===== config.mk =====
export PLATFORM = sky130hd
export DESIGN_NAME = jp_cfg_serial
export DESIGN_NICKNAME = d
export VERILOG_FILES = /design/src/rtl/jp_cfg_serial.sv
export SDC_FILE = /design/constraint.sdc
export NUM_CORES = 1
export LEC_CHECK = 0
export ABC_AREA = 1
export BUFFER_PORTS_ARGS = -buffer_cell sky130_fd_sc_hd__buf_2
export CAP_MARGIN = 25
export CORE_MARGIN = 1.5
export CORE_UTILIZATION = 40
export DETAILED_ROUTE_END_ITERATION = 8
export GPL_TIMING_DRIVEN = 1
export PLACE_DENSITY = 0.74
export SYNTH_ARGS = -nofsm -noshare
export SYNTH_HDL_FRONTEND = slang
export SYNTH_SLANG_ARGS = --single-unit

===== constraint.sdc =====
create_clock -name clk_in -period 1.1 [get_ports clk_in]
set_input_delay 0.22 -clock clk_in [delete_from_list [all_inputs] [get_ports clk_in]]
set_output_delay 0.22 -clock clk_in [all_outputs]
set_load 0.005 [all_outputs]

===== src/rtl/jp_cfg_serial.sv =====
// jp_cfg_serial: captures the USB-domain gamepad byte into the CPU clock
// domain and presents it to the 6502 via the $4016/$4017 strobe/serial-read
// protocol, standing in for a physical pad shift register.
//
// Ports:
//   clk_in        system clock
//   rst_in        asynchronous reset, active-high
//   cfg_in        button byte (A,B,Select,Start,Up,Down,Left,Right; bit0..7)
//   cfg_upd_in    asynchronous update strobe; cfg_in stable while high
//   a_in, d_in    CPU address / write data
//   wr_in, rd_in  one-cycle CPU write / read strobes
//   d_out         combinational read data, 8'h00 when not selected
//   btn_out       captured button byte
//   cfg_valid_out high once at least one update has been captured
module jp_cfg_serial #(
    parameter int unsigned SYNC_STAGES    = 2,
    parameter logic        FILL_BIT       = 1'b1,
    parameter bit          CFG_ACTIVE_LOW = 1'b0
) (
    input  logic        clk_in,
    input  logic        rst_in,
    input  logic [7:0]  cfg_in,
    input  logic        cfg_upd_in,
    input  logic [15:0] a_in,
    input  logic [7:0]  d_in,
    input  logic        wr_in,
    input  logic        rd_in,
    output logic [7:0]  d_out,
    output logic [7:0]  btn_out,
    output logic        cfg_valid_out
);

    localparam int unsigned BTN_W     = 8;
    localparam logic [15:0] ADDR_PAD1 = 16'h4016;
    localparam logic [15:0] ADDR_PAD2 = 16'h4017;
    // Upper bits of a pad read float to the high byte of the address ($40).
    localparam logic [6:0]  OPEN_BUS  = 7'b0100000;

    logic [SYNC_STAGES-1:0] sync_q;
    logic                   edge_q;
    logic                   upd_p;
    logic [BTN_W-1:0]       cfg_eff;
    logic [BTN_W-1:0]       btn_q;
    logic [BTN_W-1:0]       shift_q;
    logic                   strobe_q;
    logic                   valid_q;
    logic                   sel_pad1;
    logic                   sel_pad2;
    logic                   shift_en;
    logic                   serial_bit;
    logic                   unused_d;

    assign unused_d = ^d_in[7:1];

    // Synchronizer chain and edge history for the update strobe.
    always_ff @(posedge clk_in or posedge rst_in) begin
        if (rst_in) begin
            sync_q <= '0;
            edge_q <= 1'b0;
        end else begin
            sync_q <= {sync_q[SYNC_STAGES-2:0], cfg_upd_in};
            edge_q <= sync_q[SYNC_STAGES-1];
        end
    end

    // One pulse per synchronized rising edge, so a held strobe captures once.
    assign upd_p   = sync_q[SYNC_STAGES-1] & ~edge_q;
    assign cfg_eff = CFG_ACTIVE_LOW ? ~cfg_in : cfg_in;

    // Button capture.
    always_ff @(posedge clk_in or posedge rst_in) begin
        if (rst_in) begin
            btn_q   <= '0;
            valid_q <= 1'b0;
        end else if (upd_p) begin
            btn_q   <= cfg_eff;
            valid_q <= 1'b1;
        end
    end

    assign sel_pad1 = (a_in == ADDR_PAD1);
    assign sel_pad2 = (a_in == ADDR_PAD2);
    // A read coinciding with any write does not advance the shifter.
    assign shift_en = rd_in & sel_pad1 & ~wr_in & ~strobe_q;

    // Strobe latch.
    always_ff @(posedge clk_in or posedge rst_in) begin
        if (rst_in) begin
            strobe_q <= 1'b0;
        end else if (wr_in && sel_pad1) begin
            strobe_q <= d_in[0];
        end
    end

    // Parallel load while strobed (uses pre-edge btn_q, so a same-edge
    // update lands on the next strobe), else shift toward bit 0 on reads.
    always_ff @(posedge clk_in or posedge rst_in) begin
        if (rst_in) begin
            shift_q <= '0;
        end else if (strobe_q) begin
            shift_q <= btn_q;
        end else if (shift_en) begin
            shift_q <= {FILL_BIT, shift_q[BTN_W-1:1]};
        end
    end

    // While strobed the pad continuously reflects A, bypassing the load lag.
    assign serial_bit = strobe_q ? btn_q[0] : shift_q[0];

    // Read data mux.
    always_comb begin
        d_out = 8'h00;
        if (rd_in && sel_pad1) begin
            d_out = {OPEN_BUS, serial_bit};
        end else if (rd_in && sel_pad2) begin
            d_out = {OPEN_BUS, 1'b0};
        end
    end

    assign btn_out       = btn_q;
    assign cfg_valid_out = valid_q;

endmodule

==> summary.txt <==
Floorplan
  • Chip Height: 55.2 um
  • I/O Pins: 54
  • Number of rows in the core area: 18
  • Horizontal die dimension: 55.2 um
  • Floorplan die area: 3040 um2
  • Initial standard-cell utilization of the core: 0.432
  • CORE AREA: 2520 um2

Final layout
  • Fraction of final layout cells sized beyond drive strength 1: 0.487
  • Area of the multi-input gates: 551 um2
  • Number of nets at the end of the flow: 229
  • Post-synthesis to final-layout area growth: 49.2%
  • Combined flip-flop and latch cell area: 527 um2
  • Post-Layout Cell Count: 221
  • Layout filler cell count: 217
  • N_diodes: 0

Status
  • Violated checks: negative setup slack
  • Result of the run: finished, violations left

Route
  • Overall routed net length: 2.69 mm
  • Initial DRT Pass Iterations: 5
  • Initial detailed-routing violation count: 27
  • Total met3 wirelength after detailed routing: 132 um
  • M1 WL: 1.07 mm
  • Remaining antenna violation count after routing: 0
  • Total via count after detailed routing: 1045
  • Routed length on met2: 1.45 mm
  • Via-per-instance ratio: 4.73
  • Drt wl/cell: 12.2 um
  • Residual DRC count: 0
  • Uppermost layer routed: met4

Critical path
  • Origin of the critical flop-to-flop path: strobe_q$_DFFE_PP0P_
  • Crit-path max FO: 4
  • Critical path start-end classification: reg -> out
  • Nature of the critical path startpoint: flop
  • Capturing element type of the critical path: output pin
  • Worst EP arrival: 1110 ps
  • Required time reported for the critical path endpoint: 880 ps
  • FF-to-FF path depth: 6
  • Timing startpoint of the critical path: strobe_q$_DFFE_PP0P_

Run
  • Max cap viols: 0

Synth
  • Seq/Total Area, Yosys: 0.483
  • Netlist Area Pre-Place: 1090 um2
  • Register bit total from synthesis: 21
  • Cell taking the most area after synthesis: sky130_fd_sc_hd__dfrtp_1
  • Synth top area share: 0.483
  • Warning count from the yosys run: 0
  • Synthesized instance count: 126
  • Number of distinct standard cells referenced by the synthesized netlist: 19
  • Synthesized area divided by synthesized cell count: 8.64 um2
  • Dominant cells by area after synthesis: sky130_fd_sc_hd__dfrtp_1 (48%), sky130_fd_sc_hd__nand2_1 (16%), sky130_fd_sc_hd__mux2_1 (8.3%)

Place
  • Pre-CTS setup slack: -184 ps
  • Gpl congestion: 0.703
  • Instance count after placement with tap cells included: 201
  • Number of buffers inserted by port buffering: 40
  • Post-DP HPWL: 1.75 mm

STA
  • Post-route setup slack: -230 ps
  • Number of hold-slack violations in the final timing report: 0
  • Portion of the clock cycle consumed by the worst path in the final layout: 1.21
  • Setup repair after global routing missed its margin: true
  • Fmax: 0.752 GHz
  • Number of max-slew violations in the final report: 0
  • Worst hold slack: 114 ps
  • Post-layout minimum cycle time: 1330 ps
  • Final count of negative-setup-slack endpoints: 4
  • Setup total negative slack: -319 ps
  • Max Clock Skew: 8.39 ps

Power
  • IR drop worst, VDD: 995 uV
  • Final total power: 1.70 mW
  • Cell area power density: 1050 nW/um2
  • Leakage: 0.860 nW

Global routing
  • Via count of the first global-routing pass: 953
  • Total routing resource utilization after global routing: 0.173
  • Maximum number of pins on one net before global-route repair: 22
  • Number of antenna violations at the first check in global routing: 0
  • Global-route wire length before repair: 3.74 mm
  • Grt total ovfl: 0

Clock tree
  • Deepest clock path buffer count: 2
  • CTS tree: yes
  • CTS Buf Count: 3
  • Clock root buffer master: sky130_fd_sc_hd__clkbuf_4
  • CTS sink cnt: 21
  • Register clock-pin slew on the reported worst setup and hold paths: 120 ps
  • Insertion delay to the later sink of the worst-skew pair: 310 ps
  • Number of levels in the clock H-tree: 1

Hold path
  • Path type of the worst min-delay path: in -> reg
  • Hold Startpoint: cfg_in[4]
  • Worst hold path stage count: 2
timing repair:
action | in CTS | in global routing
hold buffers | 1 | 1
setup buffers | 2 | 11
gates cloned | 0 | 2
endpoints found under the setup margin | 2 | 20
hold endpoints to repair | 21 | 1
pin swaps | 0 | 7
gates resized for setup | 4 | 22
worst paths after layout:
check	end	slack, ps
setup reg to reg	shift_q[4]$_DFFE_PP0P_	0
min in group asynchronous	shift_q[0]$_DFFE_PP0P_	490
hold / removal	btn_out[4]$_DFFE_PP0P_	110
setup / recovery	d_out[0]	-230
max in group asynchronous	strobe_q$_DFFE_PP0P_	380
hold reg to reg	sync_q[1]$_DFF_PP0_	370
routing by layer:
| layer | up-vias | track usage |
|---|---|---|
| li1 | 513 | - |
| met1 | 487 | 0.190 |
| met2 | 40 | 0.329 |
| met3 | 5 | 0.0242 |
| met4 | 0 | 0.0732 |
| met5 | - | 0 |
area by class of cell:
cell class,count,share of cell area
Sequential cell,21,0.324
Clock inverter,1,0.00308
Multi-Input combinational cell,93,0.339
Inverter,9,0.0239
Tap cell,30,0.0231
Clock buffer,3,0.0139
Timing Repair Buffer,64,0.273
cells in the mapped netlist:
master and number:
sky130_fd_sc_hd__a21oi_1 2, sky130_fd_sc_hd__buf_2 1, sky130_fd_sc_hd__buf_4 6, sky130_fd_sc_hd__buf_6 1
sky130_fd_sc_hd__conb_1 1, sky130_fd_sc_hd__dfrtp_1 21, sky130_fd_sc_hd__inv_1 6, sky130_fd_sc_hd__inv_2 3
sky130_fd_sc_hd__mux2_1 8, sky130_fd_sc_hd__nand2_1 45, sky130_fd_sc_hd__nand2_2 1, sky130_fd_sc_hd__nand2_4 1
sky130_fd_sc_hd__nand3_1 11, sky130_fd_sc_hd__nand3_4 1, sky130_fd_sc_hd__nand4_4 1, sky130_fd_sc_hd__nor2_1 11
sky130_fd_sc_hd__nor2_2 4, sky130_fd_sc_hd__nor2_4 1, sky130_fd_sc_hd__or2_1 1
cell usage in the layout (no fill, tap or decap), types with 3 or more instances in the layout:
| cell | count |
|---|---|
| sky130_fd_sc_hd__buf_4 | 17 |
| sky130_fd_sc_hd__nand2_1 | 41 |
| sky130_fd_sc_hd__inv_1 | 6 |
| sky130_fd_sc_hd__nor2_1 | 6 |
| sky130_fd_sc_hd__buf_2 | 38 |
| sky130_fd_sc_hd__clkbuf_4 | 3 |
| sky130_fd_sc_hd__dfrtp_1 | 20 |
| sky130_fd_sc_hd__nor2_2 | 6 |
| sky130_fd_sc_hd__nand2_2 | 4 |
| sky130_fd_sc_hd__nor2_4 | 4 |
| sky130_fd_sc_hd__nand3_1 | 9 |
| sky130_fd_sc_hd__conb_1 | 6 |
| sky130_fd_sc_hd__buf_6 | 4 |
| sky130_fd_sc_hd__mux2_1 | 6 |
critical path, cell delays in order (launching register included):
cell and delay (ps):
sky130_fd_sc_hd__dfrtp_2 460, sky130_fd_sc_hd__inv_4 60, sky130_fd_sc_hd__nand2_2 40, sky130_fd_sc_hd__a21oi_2 130, sky130_fd_sc_hd__buf_2 120
where the power goes:
part	internal [mW]	switching [mW]	total, mW
registers	0.864	0.0613	0.925
logic	0.227	0.180	0.407
clock network	0.136	0.231	0.367
through the flow:
stage               instance area (um2)   util
floorplan                          1120      -
global placement                   1360  0.540
detailed placement                 1360  0.540
CTS                                1430  0.566
global route                       1620  0.644
finish                             1620  0.644
cells by family (layout without fill, tap and decap cells):
group	Yosys count	count (layout)	synth area share
buf+inv	17	77	0.0873
compound gates	2	2	0.00920
other cells	1	6	0.00344
flops	21	21	0.483
simple gates	77	77	0.334
mux	8	8	0.0828
registers in the layout (all words and copies together) (netlist names):
register       cells
strobe_q           1
sync_q             2
cfg_valid_out      1
edge_q             1
btn_out            8
shift_q            8
(Power assumes the default switching activity.)
